## config.mk

```make
export PLATFORM = sky130hd
export DESIGN_NAME = inst_buffer
export DESIGN_NICKNAME = d
export VERILOG_FILES = /design/src/rtl/inst_buffer_pkg.sv /design/src/rtl/inst_buffer.sv
export SDC_FILE = /design/constraint.sdc
export NUM_CORES = 1
export LEC_CHECK = 0
export BUFFER_PORTS_ARGS = -buffer_cell sky130_fd_sc_hd__buf_2
export CAP_MARGIN = 10
export CORE_MARGIN = 2
export CORE_UTILIZATION = 35
export CTS_CLUSTER_SIZE = 16
export DETAILED_ROUTE_END_ITERATION = 8
export SYNTH_ARGS = -nofsm -noshare
export SYNTH_HDL_FRONTEND = slang
export SYNTH_SLANG_ARGS = --single-unit
```

## constraint.sdc

```tcl
create_clock -name clk -period 13.1 [get_ports clk]
set_input_delay 1.965 -clock clk [delete_from_list [all_inputs] [get_ports clk]]
set_output_delay 1.965 -clock clk [all_outputs]
set_load 0.005 [all_outputs]
```

## src/rtl/inst_buffer_pkg.sv

```systemverilog
// Shared definitions for the fetch-to-decode instruction buffer: exception
// cause codes, default depth and the per-entry storage layout.
package inst_buffer_pkg;

   localparam int unsigned CAUSE_W = 7;

   localparam logic [CAUSE_W-1:0] EXCEPTION_ADEF = 7'h08;
   localparam logic [CAUSE_W-1:0] EXCEPTION_INE  = 7'h0d;

   localparam int unsigned IB_DEPTH_DEFAULT = 8;

   typedef struct packed {
      logic [31:0]        pc;
      logic [31:0]        inst;
      logic               fetch_exc;
      logic [CAUSE_W-1:0] fetch_cause;
      logic               buf_exc;
      logic [CAUSE_W-1:0] buf_cause;
   } ib_entry_t;

   // Misaligned PCs raise a buffer-side address fault; unused causes read as INE.
   function automatic ib_entry_t ib_make_entry(input logic [31:0]        pc,
                                               input logic [31:0]        inst,
                                               input logic               fetch_exc,
                                               input logic [CAUSE_W-1:0] fetch_cause);
      ib_entry_t e;
      e.pc          = pc;
      e.inst        = inst;
      e.fetch_exc   = fetch_exc;
      e.fetch_cause = fetch_exc ? fetch_cause : EXCEPTION_INE;
      e.buf_exc     = (pc[1:0] != 2'b00);
      e.buf_cause   = (pc[1:0] != 2'b00) ? EXCEPTION_ADEF : EXCEPTION_INE;
      return e;
   endfunction

endpackage

```

## src/rtl/inst_buffer.sv

```systemverilog
// Circular instruction FIFO between fetch and decode with flush support and
// one-cycle push-to-visible latency.
module inst_buffer
   import inst_buffer_pkg::*;
#(
   parameter int unsigned DEPTH = IB_DEPTH_DEFAULT
) (
   input  logic                   clk,
   input  logic                   rst_n,
   input  logic                   flush,
   input  logic                   fetch_valid,
   output logic                   fetch_ready,
   input  logic [31:0]            fetch_pc,
   input  logic [31:0]            fetch_inst,
   input  logic                   fetch_exception,
   input  logic [CAUSE_W-1:0]     fetch_exception_cause,
   output logic                   dec_valid,
   input  logic                   dec_ready,
   output logic [31:0]            dec_pc,
   output logic [31:0]            dec_inst,
   output logic [2:0]             dec_is_exception,
   output logic [CAUSE_W-1:0]     dec_pc_exception_cause,
   output logic [CAUSE_W-1:0]     dec_instbuffer_exception_cause,
   output logic [$clog2(DEPTH):0] occupancy
);

   localparam int unsigned PW = $clog2(DEPTH);
   localparam int unsigned CW = PW + 1;
   localparam logic [CW-1:0] FULL_COUNT = CW'(DEPTH);

   ib_entry_t r_mem [DEPTH];
   logic [PW-1:0] r_head;
   logic [PW-1:0] r_tail;
   logic [CW-1:0] r_count;

   logic      w_push;
   logic      w_pop;
   ib_entry_t w_new_entry;
   ib_entry_t w_head_entry;

   assign fetch_ready = (r_count != FULL_COUNT) && rst_n && !flush;
   assign dec_valid   = (r_count != '0) && rst_n && !flush;
   assign w_push      = fetch_valid && fetch_ready;
   assign w_pop       = dec_valid && dec_ready;
   assign occupancy   = r_count;

   assign w_new_entry  = ib_make_entry(fetch_pc, fetch_inst, fetch_exception,
                                       fetch_exception_cause);
   assign w_head_entry = r_mem[r_head];

   // Reset outranks flush, flush outranks any handshake in the same cycle.
   always_ff @(posedge clk) begin
      if (!rst_n) begin
         r_head  <= '0;
         r_tail  <= '0;
         r_count <= '0;
      end else if (flush) begin
         r_head  <= '0;
         r_tail  <= '0;
         r_count <= '0;
      end else begin
         if (w_push) begin
            r_tail <= r_tail + 1'b1;
         end
         if (w_pop) begin
            r_head <= r_head + 1'b1;
         end
         if (w_push && !w_pop) begin
            r_count <= r_count + 1'b1;
         end else if (w_pop && !w_push) begin
            r_count <= r_count - 1'b1;
         end
      end
   end

   always_ff @(posedge clk) begin
      if (w_push) begin
         r_mem[r_tail] <= w_new_entry;
      end
   end

   always_comb begin
      dec_pc                         = '0;
      dec_inst                       = '0;
      dec_is_exception               = '0;
      dec_pc_exception_cause         = EXCEPTION_INE;
      dec_instbuffer_exception_cause = EXCEPTION_INE;
      if (dec_valid) begin
         dec_pc                         = w_head_entry.pc;
         dec_inst                       = w_head_entry.inst;
         dec_is_exception               = {w_head_entry.fetch_exc, w_head_entry.buf_exc, 1'b0};
         dec_pc_exception_cause         = w_head_entry.fetch_cause;
         dec_instbuffer_exception_cause = w_head_entry.buf_cause;
      end
   end

endmodule

```

* After elaboration in Yosys (flattened, before gate mapping)
Memories as Yosys holds them, arrays and structs flattened. A register that Yosys moved wholly into a read port is not among the register bits.
Cells that the tools add are included.
** Word-level totals
- Bits of input ports :: 77
- Register bits :: 10
- RAM bits :: 608
- Memories :: 1
- Output and inout port bits :: 87
- Logic and storage cells :: 38
** Memories
- r_mem :: words 8, bits a word 76, rd ports 1, clocked after Yosys merged registers in 1, write ports 1, line inst_buffer.sv:31 : ib_entry_t r_mem [DEPTH];
** Operators by class
- Bitwise logic cells :: 1
- Muxes and demuxes :: 13
- Add/sub/neg operators :: 4
- Equality and inequality tests :: 1
- Reduce and logical (&&, ||, !) cells :: 15
** Operator list (number)
- 2-to-1 mux 32 bit :: 2
- 2-to-1 mux 7 bit :: 3
- 2-to-1 mux 3 bit :: 4
- logical AND 1 bit :: 8
- 2-to-1 mux 4 bit :: 2
- adder 3 x 1 -> 3 bit (second input constant) :: 2
- adder 4 x 1 -> 4 bit (second input constant) :: 1
- inequality test 4 bit (second input constant) :: 1
- nonzero test 2 bit :: 2
- nonzero test 4 bit :: 1
- subtractor 4 x 1 -> 4 bit (second input constant) :: 1
- logical NOT 1 bit :: 3
- 2-to-1 mux 1 bit :: 2
- OR reduction 2 bit :: 1
- inverter 1 bit :: 1

* Logic depth before layout (Yosys ltp)
Gate-level depths: netlist of run 1.
- Depth after elaboration :: 8
- Gate-level depth with buffers :: 12
- Gate-level depth less buffers :: 11

* Least setup slack after synthesis of run 1
Ideal clock, no wire load.
- Path kind :: input -> register
- Start :: in flush
- End :: mem r_mem[3][10] (netlist name) (enable)
- Stages :: 4
- Required time :: 12.503 ns
- Buffers on the path :: 0
- Library setup time :: 0.597 ns
- Setup slack :: 4.774 ns
- Data arrival time :: 7.729 ns
- Cells stage by stage :: nand2b_1 > a21oi_1 > nand2_1 > nor3_1
** Between the ends
- Longest elaborated chain between the ends :: 5
** Ends and longest elaborated chain
- start, declared :: line inst_buffer.sv:10 : input logic flush,
- logical NOT 1 bit :: line inst_buffer.sv:41 : assign fetch_ready = (r_count != FULL_COUNT) && rst_n && !flush;
- logical AND 1 bit :: line inst_buffer.sv:41
- via fetch_ready :: line inst_buffer.sv:12 : output logic fetch_ready,
- logical AND 1 bit :: line inst_buffer.sv:43 : assign w_push = fetch_valid && fetch_ready;
- 2-to-1 mux 1 bit :: line inst_buffer.sv:77 : if (w_push) begin
- 2-to-1 mux 1 bit (implied by the code) :: line inst_buffer.sv:78 : r_mem[r_tail] <= w_new_entry;
- end, declared :: line inst_buffer.sv:31
The timed path passes the listed nets, and every way through them passes these cells.

==> summary.md, run 1 <==
| Metric | Value |
|---|---|
| CORE AREA | 0.0659 mm2 |
| Max Fclk | between 0.15 and 0.2 GHz |
| GRT Util Overall | 14.5% |
| Yosys reg bits | around 600 |
| Clk Latency, worst-skew pair | approximately 0.6 ns |
| Ys Warns | 0 |
| Final hold vios | 0 |
| Pin slew with the least headroom to its limit | approximately 1.1 ns |
| P_leak | approximately 8.5 nW |
| Slowest-stage cell, CP | buf_4 |
| Highest net fanout along the worst path | 48 |
| Setup violations, final | 0 |
| Post-CTS setup buffer count | 0 |
| FP Rows | between 90 and 100 |
| Hold WC Path Type | reg -> reg |
| Syn Area/Cell | 22.6 um2 |
| Worst path bufs/invs | 3 |
| Cell area after synthesis | 0.0233 mm2 |
| Antenna violations before repair | 5 |
| HP Start | r_head[2]$_SDFFE_PP0P_ |
| Via count | roughly 11k |
| Cell mode on critical path | buf_4 |
| Clock sinks | a little over 600 |
| Avg WL per Cell | around 23 um |
| CTS tree | yes |
| Number of port buffers | 157 |
| Global-route wire length before repair | a little over 70000 um |
| Area grow syn2layout | 16.2% |
| Final Max Tran Viols | 0 |
| Post_cts resized | 0 |
| Setup crit end kind | output pin |
| GR Overflow Total | 0 |
| Startpoint Class | flop |
| Vias in the first global route | approximately 11k |
| Max incr delay on CP | approximately 0.9 ns |
| Htree depth | 3 |
| Initial Util | a little over a third |
| Design Power | ~4.0 mW |
| Crit-path cells | buf_4, buf_4, mux4_2, mux2i_1, nand2_1, buf_2 |
| Start of the worst register-to-register path | occupancy[1]$_SDFFE_PP0P_ |
| Die area | slightly below 0.07 mm2 |
| Flop2flop setup slack | 9.60 ns |
| RSZ-0062 raised after global routing | false |
| Clock Path Buffers | 3 |
| Max Clock Skew | a little over 0.03 ns |
| Vias/cell | about 5.0 |
| Setup tns final | 0 ns |
| Worst EP arrival | 4.25 ns |
| Pin count of the biggest net entering global routing | 72 |
| Final worst path period share | between 40% and 50% |
| Register area share after synthesis | approximately 77% |
| Die H | 262 um |
| Ports | roughly 160 |
| CTS Buf Count | 66 |
| WP data required | 11.14 ns |
| R2R cell count | 11 |
| GP Congestion | about 0.7 |
| Max Cap Viol | 0 |
| Worst IR Drop VDD | 0.0000958 V |
| Die Width | between 200 and 300 um |
| Rel. slew slack | between 20 and 30% |
| Mapped Cells | 1032 |
| Hold Crit Depth | 1 |
| Remaining DRCs | 0 |
| Clk slew on worst S/H paths | ~0.050 ns |
| Share of layout cells above drive strength 1 | between 30% and 40% |
| Min Tclk post-route | 6.21 ns |
| Root buffer cell | clkbuf_16 |
| Nets@finish | roughly 1.3k |
| Crit Path Class | reg -> out |
| Status | completed |
| R2r endpoint | occupancy[3]$_SDFFE_PP0P_ |
| Initial DRC count | slightly below 800 |
| Hpwl dp | approximately 25000 um |
| Post-CTS Hold Buffers | 0 |
| Netlist cell types | 34 |
| Crit-path leading delay family | buffers and inverters |
| Drt total wl | between 40000 and 50000 um |
| Power per cell area | roughly 150 mW/mm2 |
| Router iterations before antenna repair | 5 |
| Post-DRT Antenna Nets | 0 |
-- state kept, by name, indices dropped and copies added, names as in the netlist, named ones only --
signal     flops
r_mem        592
occupancy      4
r_head         3
r_tail         3
-- final cells by class --
cell class	instances	area [um2]
tap	864	1080
sequential	605	18000
timing repair buffer	179	951
antenna	6	15.0
inverter	4	15.0
clock buffer	79	1760
fill	5824	38800
multi-input combinational	370	4880
clock inverter	37	300
-- where the power goes --
part           internal, mW  total, mW  switching (mW)
Clock                  1.02       1.76           0.735
Combinational        0.0394     0.0986          0.0592
Sequential             2.14       2.14         0.00449
-- metrics by stage --
stage | setup WS [ns] | instance area, um2 | hold WS [ns] | cells | utilization [%]
floorplan | 4.77 | 23300 | 0.427 | 1036 | -
CTS | 6.55 | 27000 | 0.460 | 2138 | 41.1
detailed placement | 7.20 | 25000 | 0.451 | 2022 | 37.9
global placement | 7.27 | 25000 | 0.436 | 2022 | 37.9
global route | 6.41 | 27000 | 0.488 | 2139 | 41.1
finish | 6.89 | 27100 | 0.451 | 2144 | 41.1
-- routing by layer --
layer	track usage [%]	share of wire [%]
met1	18.3	42
met2	24.8	51
met3	3.25	5.1
met4	5.02	2.1
met5	0	0.075
-- how the worst max path moves through the flow --
| stage | endpoint | slack (ns) | depth (start not counted) |
|---|---|---|---|
| 2_1_floorplan | r_mem[3][10]$_DFFE_PP_ | 4.77 | 4 |
| 3_5_place_dp | dec_instbuffer_exception_cause[2] | 7.20 | 6 |
| 4_1_cts | dec_instbuffer_exception_cause[0] | 6.55 | 6 |
| 6_report | dec_instbuffer_exception_cause[0] | 6.89 | 6 |
| 3_3_place_gp | dec_instbuffer_exception_cause[0] | 7.27 | 6 |
| 5_1_grt | dec_instbuffer_exception_cause[0] | 6.41 | 6 |
-- logic make-up after synthesis --
kind of cell               Yosys count  share of synthesized area, %
and+or+nand+nor                    119                          2.17
adders and majority gates            6                         0.355
buffers and inverters               61                          1.87
DFF                                605                          77.5
muxes                              227                          17.7
AOI/OAI and AO/OA                    9                         0.285
xor gates and xnor gates             3                         0.113
other                                2                        0.0323
-- placed cells by master, fill, tap and decap left out, types with 3 or more instances in the layout --
master	Yosys	layout
edfxtp_1	592	592
buf_2	22	157
mux4_2	148	148
mux2i_1	79	79
nor2_1	80	76
clkbuf_16	0	69
buf_4	7	22
clkinv_2	0	15
nand2_1	13	13
clkinv_1	0	11
clkbuf_1	12	10
dfxtp_1	13	10
diode_2	0	6
conb_1	2	6
nand2b_1	6	5
and2_1	5	5
ha_1	5	5
nand3_1	4	4
nor2_4	0	4
nor3_2	0	4
a21oi_1	3	3
inv_1	3	3
dfxtp_4	0	3
bufinv_16	0	3
-- synth_stat cells (all sizes together) --
cell,instances,area (um2)
a211o,2,17.5
a211oi,1,7.51
a21oi,3,15.0
a31o,3,26.3
and2,5,31.3
and2b,1,7.51
and3,2,12.5
buf,45,375
clkbuf,12,45.0
conb,2,7.51
dfxtp,13,260
edfxtp,592,17800
fa,1,20.0
ha,5,62.6
inv,4,15.0
mux2i,79,791
mux4,148,3330
nand2,13,48.8
nand2b,6,37.5
nand3,4,20.0
nor2,80,300
nor3,5,25.0
nor4,1,6.26
or2,1,6.26
or3b,1,8.76
xnor2,1,8.76
xor2,2,17.5
(Power assumes the default switching activity.)
==> run 2: changes to the inputs <==
==> constraint.sdc (replaced) <==
create_clock -name clk -period 6.1 [get_ports clk]
set_input_delay 0.915 -clock clk [delete_from_list [all_inputs] [get_ports clk]]
set_output_delay 0.915 -clock clk [all_outputs]
set_load 0.005 [all_outputs]
==> summary.md, run 2 (synthesis results as in run 1) <==
| Metric | Value |
|---|---|
| Vias/cell | roughly 5.0 |
| Comb power frac | around 2.6% |
| Die H | 262 um |
| Design Area, Final | ~0.027 mm2 |
| Worst EP arrival | 3.10 ns |
| Min Tclk post-route | ~4 ns |
| Clk Latency, worst-skew pair | around 0.61 ns |
| Initial Util | 35.4% |
| Via count | roughly 11k |
| Crit Path Class | reg -> out |
| Nets@finish | around 1.3k |
| Power per cell area | 309 mW/mm2 |
| Share of layout cells above drive strength 1 | 33.5% |
| Setup violations, final | 0 |
| Vias in the first global route | between 10k and 15k |
| Setup tns final | 0 ns |
| Ports | approximately 160 |
| Most frequent cells in the layout | edfxtp_1 (592), buf_2 (157), mux4_2 (148) |
| Crit-path leading delay family | multiplexers |
| Reg with most FFs | r_mem |
| Slowest-stage cell, CP | dfxtp_4 |
| Max Clock Skew | roughly 0.014 ns |
| Clock Path Buffers | 3 |
| Die Width | 262 um |
| Die area | between 0.06 and 0.07 mm2 |
| Worst path bufs/invs | 2 |
| Setup crit end kind | output pin |
| P_sw | ~1.6 mW |
| Status | completed |
| Post-DRT Antenna Nets | 0 |
| Post-CTS Hold Buffers | 0 |
| Rel. slew slack | about 28% |
| Finished Core Util | between 40% and 50% |
| Crit-path cells | buf_12, mux4_2, mux2i_1, nor2_1, buf_2 |
| Number of port buffers | roughly 160 |
| Global-route wire length before repair | around 72000 um |
| Root buffer cell | clkbuf_16 |
| Clock power frac | 42.1% |
| P_leak | about 8.4 nW |
| Final hold vios | 0 |
| Router iterations before antenna repair | 5 |
| Pin slew with the least headroom to its limit | approximately 1.1 ns |
| Fillers | between 5k and 6k |
| Drt total wl | approximately 49000 um |
| GP Congestion | 0.721 |
| Clock sinks | between 600 and 700 |
| Max incr delay on CP | approximately 0.78 ns |
| Remaining DRCs | 0 |
| GR Overflow Total | 0 |
| Worst IR Drop VDD | 0.000182 V |
| CTS Buf Count | 60 |
| Htree depth | 2 |
| Startpoint Class | flop |
| Sequential power share | approximately 55% |
| Net Sw Frac | about a fifth |
| CORE AREA | roughly 0.066 mm2 |
| Final Max Tran Viols | 0 |
| Register Area | roughly 0.018 mm2 |
| Initial DRC count | between 500 and 600 |
| P_int | roughly 6.7 mW |
| CTS tree | yes |
| Pin count of the biggest net entering global routing | 75 |
| GRT Util Overall | between 10% and 20% |
| Post_cts resized | 0 |
| RSZ-0062 raised after global routing | false |
| Max Cap Viol | 0 |
| Commonest non-fill, non-tap cell in the layout | edfxtp_1 |
| Max Fclk | 0.249 GHz |
| WP data required | about 5.2 ns |
| Hpwl dp | ~26000 um |
| Antenna violations before repair | 10 |
| Post-CTS setup buffer count | 0 |
| Clk slew on worst S/H paths | 0.06 ns |
| Max FFs per register | 592 |
| Avg WL per Cell | 22.8 um |
| Area grow syn2layout | 15.7% |
| Area taken by multi-input logic gates | just under 0.005 mm2 |
| Hold WC Path Type | reg -> reg |
| DP Area | approximately 0.025 mm2 |
| Highest net fanout along the worst path | 58 |
| Flop2flop setup slack | around 3 ns |
| Final worst path period share | 65.8% |
| FP Rows | 94 |
[run 2: cell count changes in the layout (fill, tap and decap cells not counted), moves of 2 or more]
cell | before | now
nor3_2 | 4 | 2
buf_4 | 22 | 12
clkbuf_16 | 69 | 60
clkinv_2 | 15 | 11
bufinv_16 | 3 | 5
clkinv_1 | 11 | 16
diode_2 | 6 | 3
buf_12 | 0 | 8
nor3_4 | 0 | 2
[run 2: per-stage QoR]
step	hold WS [ns]	power [mW]	worst slack, ns	cells
2_1_floorplan	0.427	4.80	-1.18	1036
3_3_place_gp	0.451	4.90	2.51	2020
3_5_place_dp	0.442	4.90	2.46	2020
4_1_cts	0.458	8.42	1.94	2128
5_1_grt	0.468	8.59	1.84	2131
6_report	0.456	8.31	2.08	2131
[run 2: layer usage]
metal / wire length [um] / GRT usage [%]
met5: 64 / 0
met4: 864 / 3.53
met3: 2520 / 3.08
met2: 25000 / 24.7
met1: 20200 / 18.5
[run 2: worst paths after layout]
path | from | to | depth (start not counted)
max | flop | dec_is_exception[1] | 5
max reg2reg | occupancy[1]$_SDFFE_PP0P_ | occupancy[3]$_SDFFE_PP0P_ | 11
min reg2reg | r_head[2]$_SDFFE_PP0P_ | flop | 1
min | r_head[2]$_SDFFE_PP0P_ | flop | 1
[run 2: area by class of cell]
class | instances | share of cell area [%]
Sequential cell | 605 | 67.0
Clock buffer | 71 | 5.73
Inverter | 4 | 0.0557
Multi-Input combinational cell | 370 | 18.2
Clock inverter | 37 | 1.17
Timing Repair Buffer | 177 | 3.85
Tap cell | 864 | 4.01
Antenna cell | 3 | 0.0279
[run 2: power groups by stage]
stage,Combinational [mW],Sequential [mW],Clock (mW)
2_1_floorplan,0.116,4.68,0
3_3_place_gp,0.214,4.68,0
4_1_cts,0.222,4.59,3.61
3_5_place_dp,0.221,4.68,0
6_report,0.215,4.59,3.50
5_1_grt,0.240,4.59,3.76
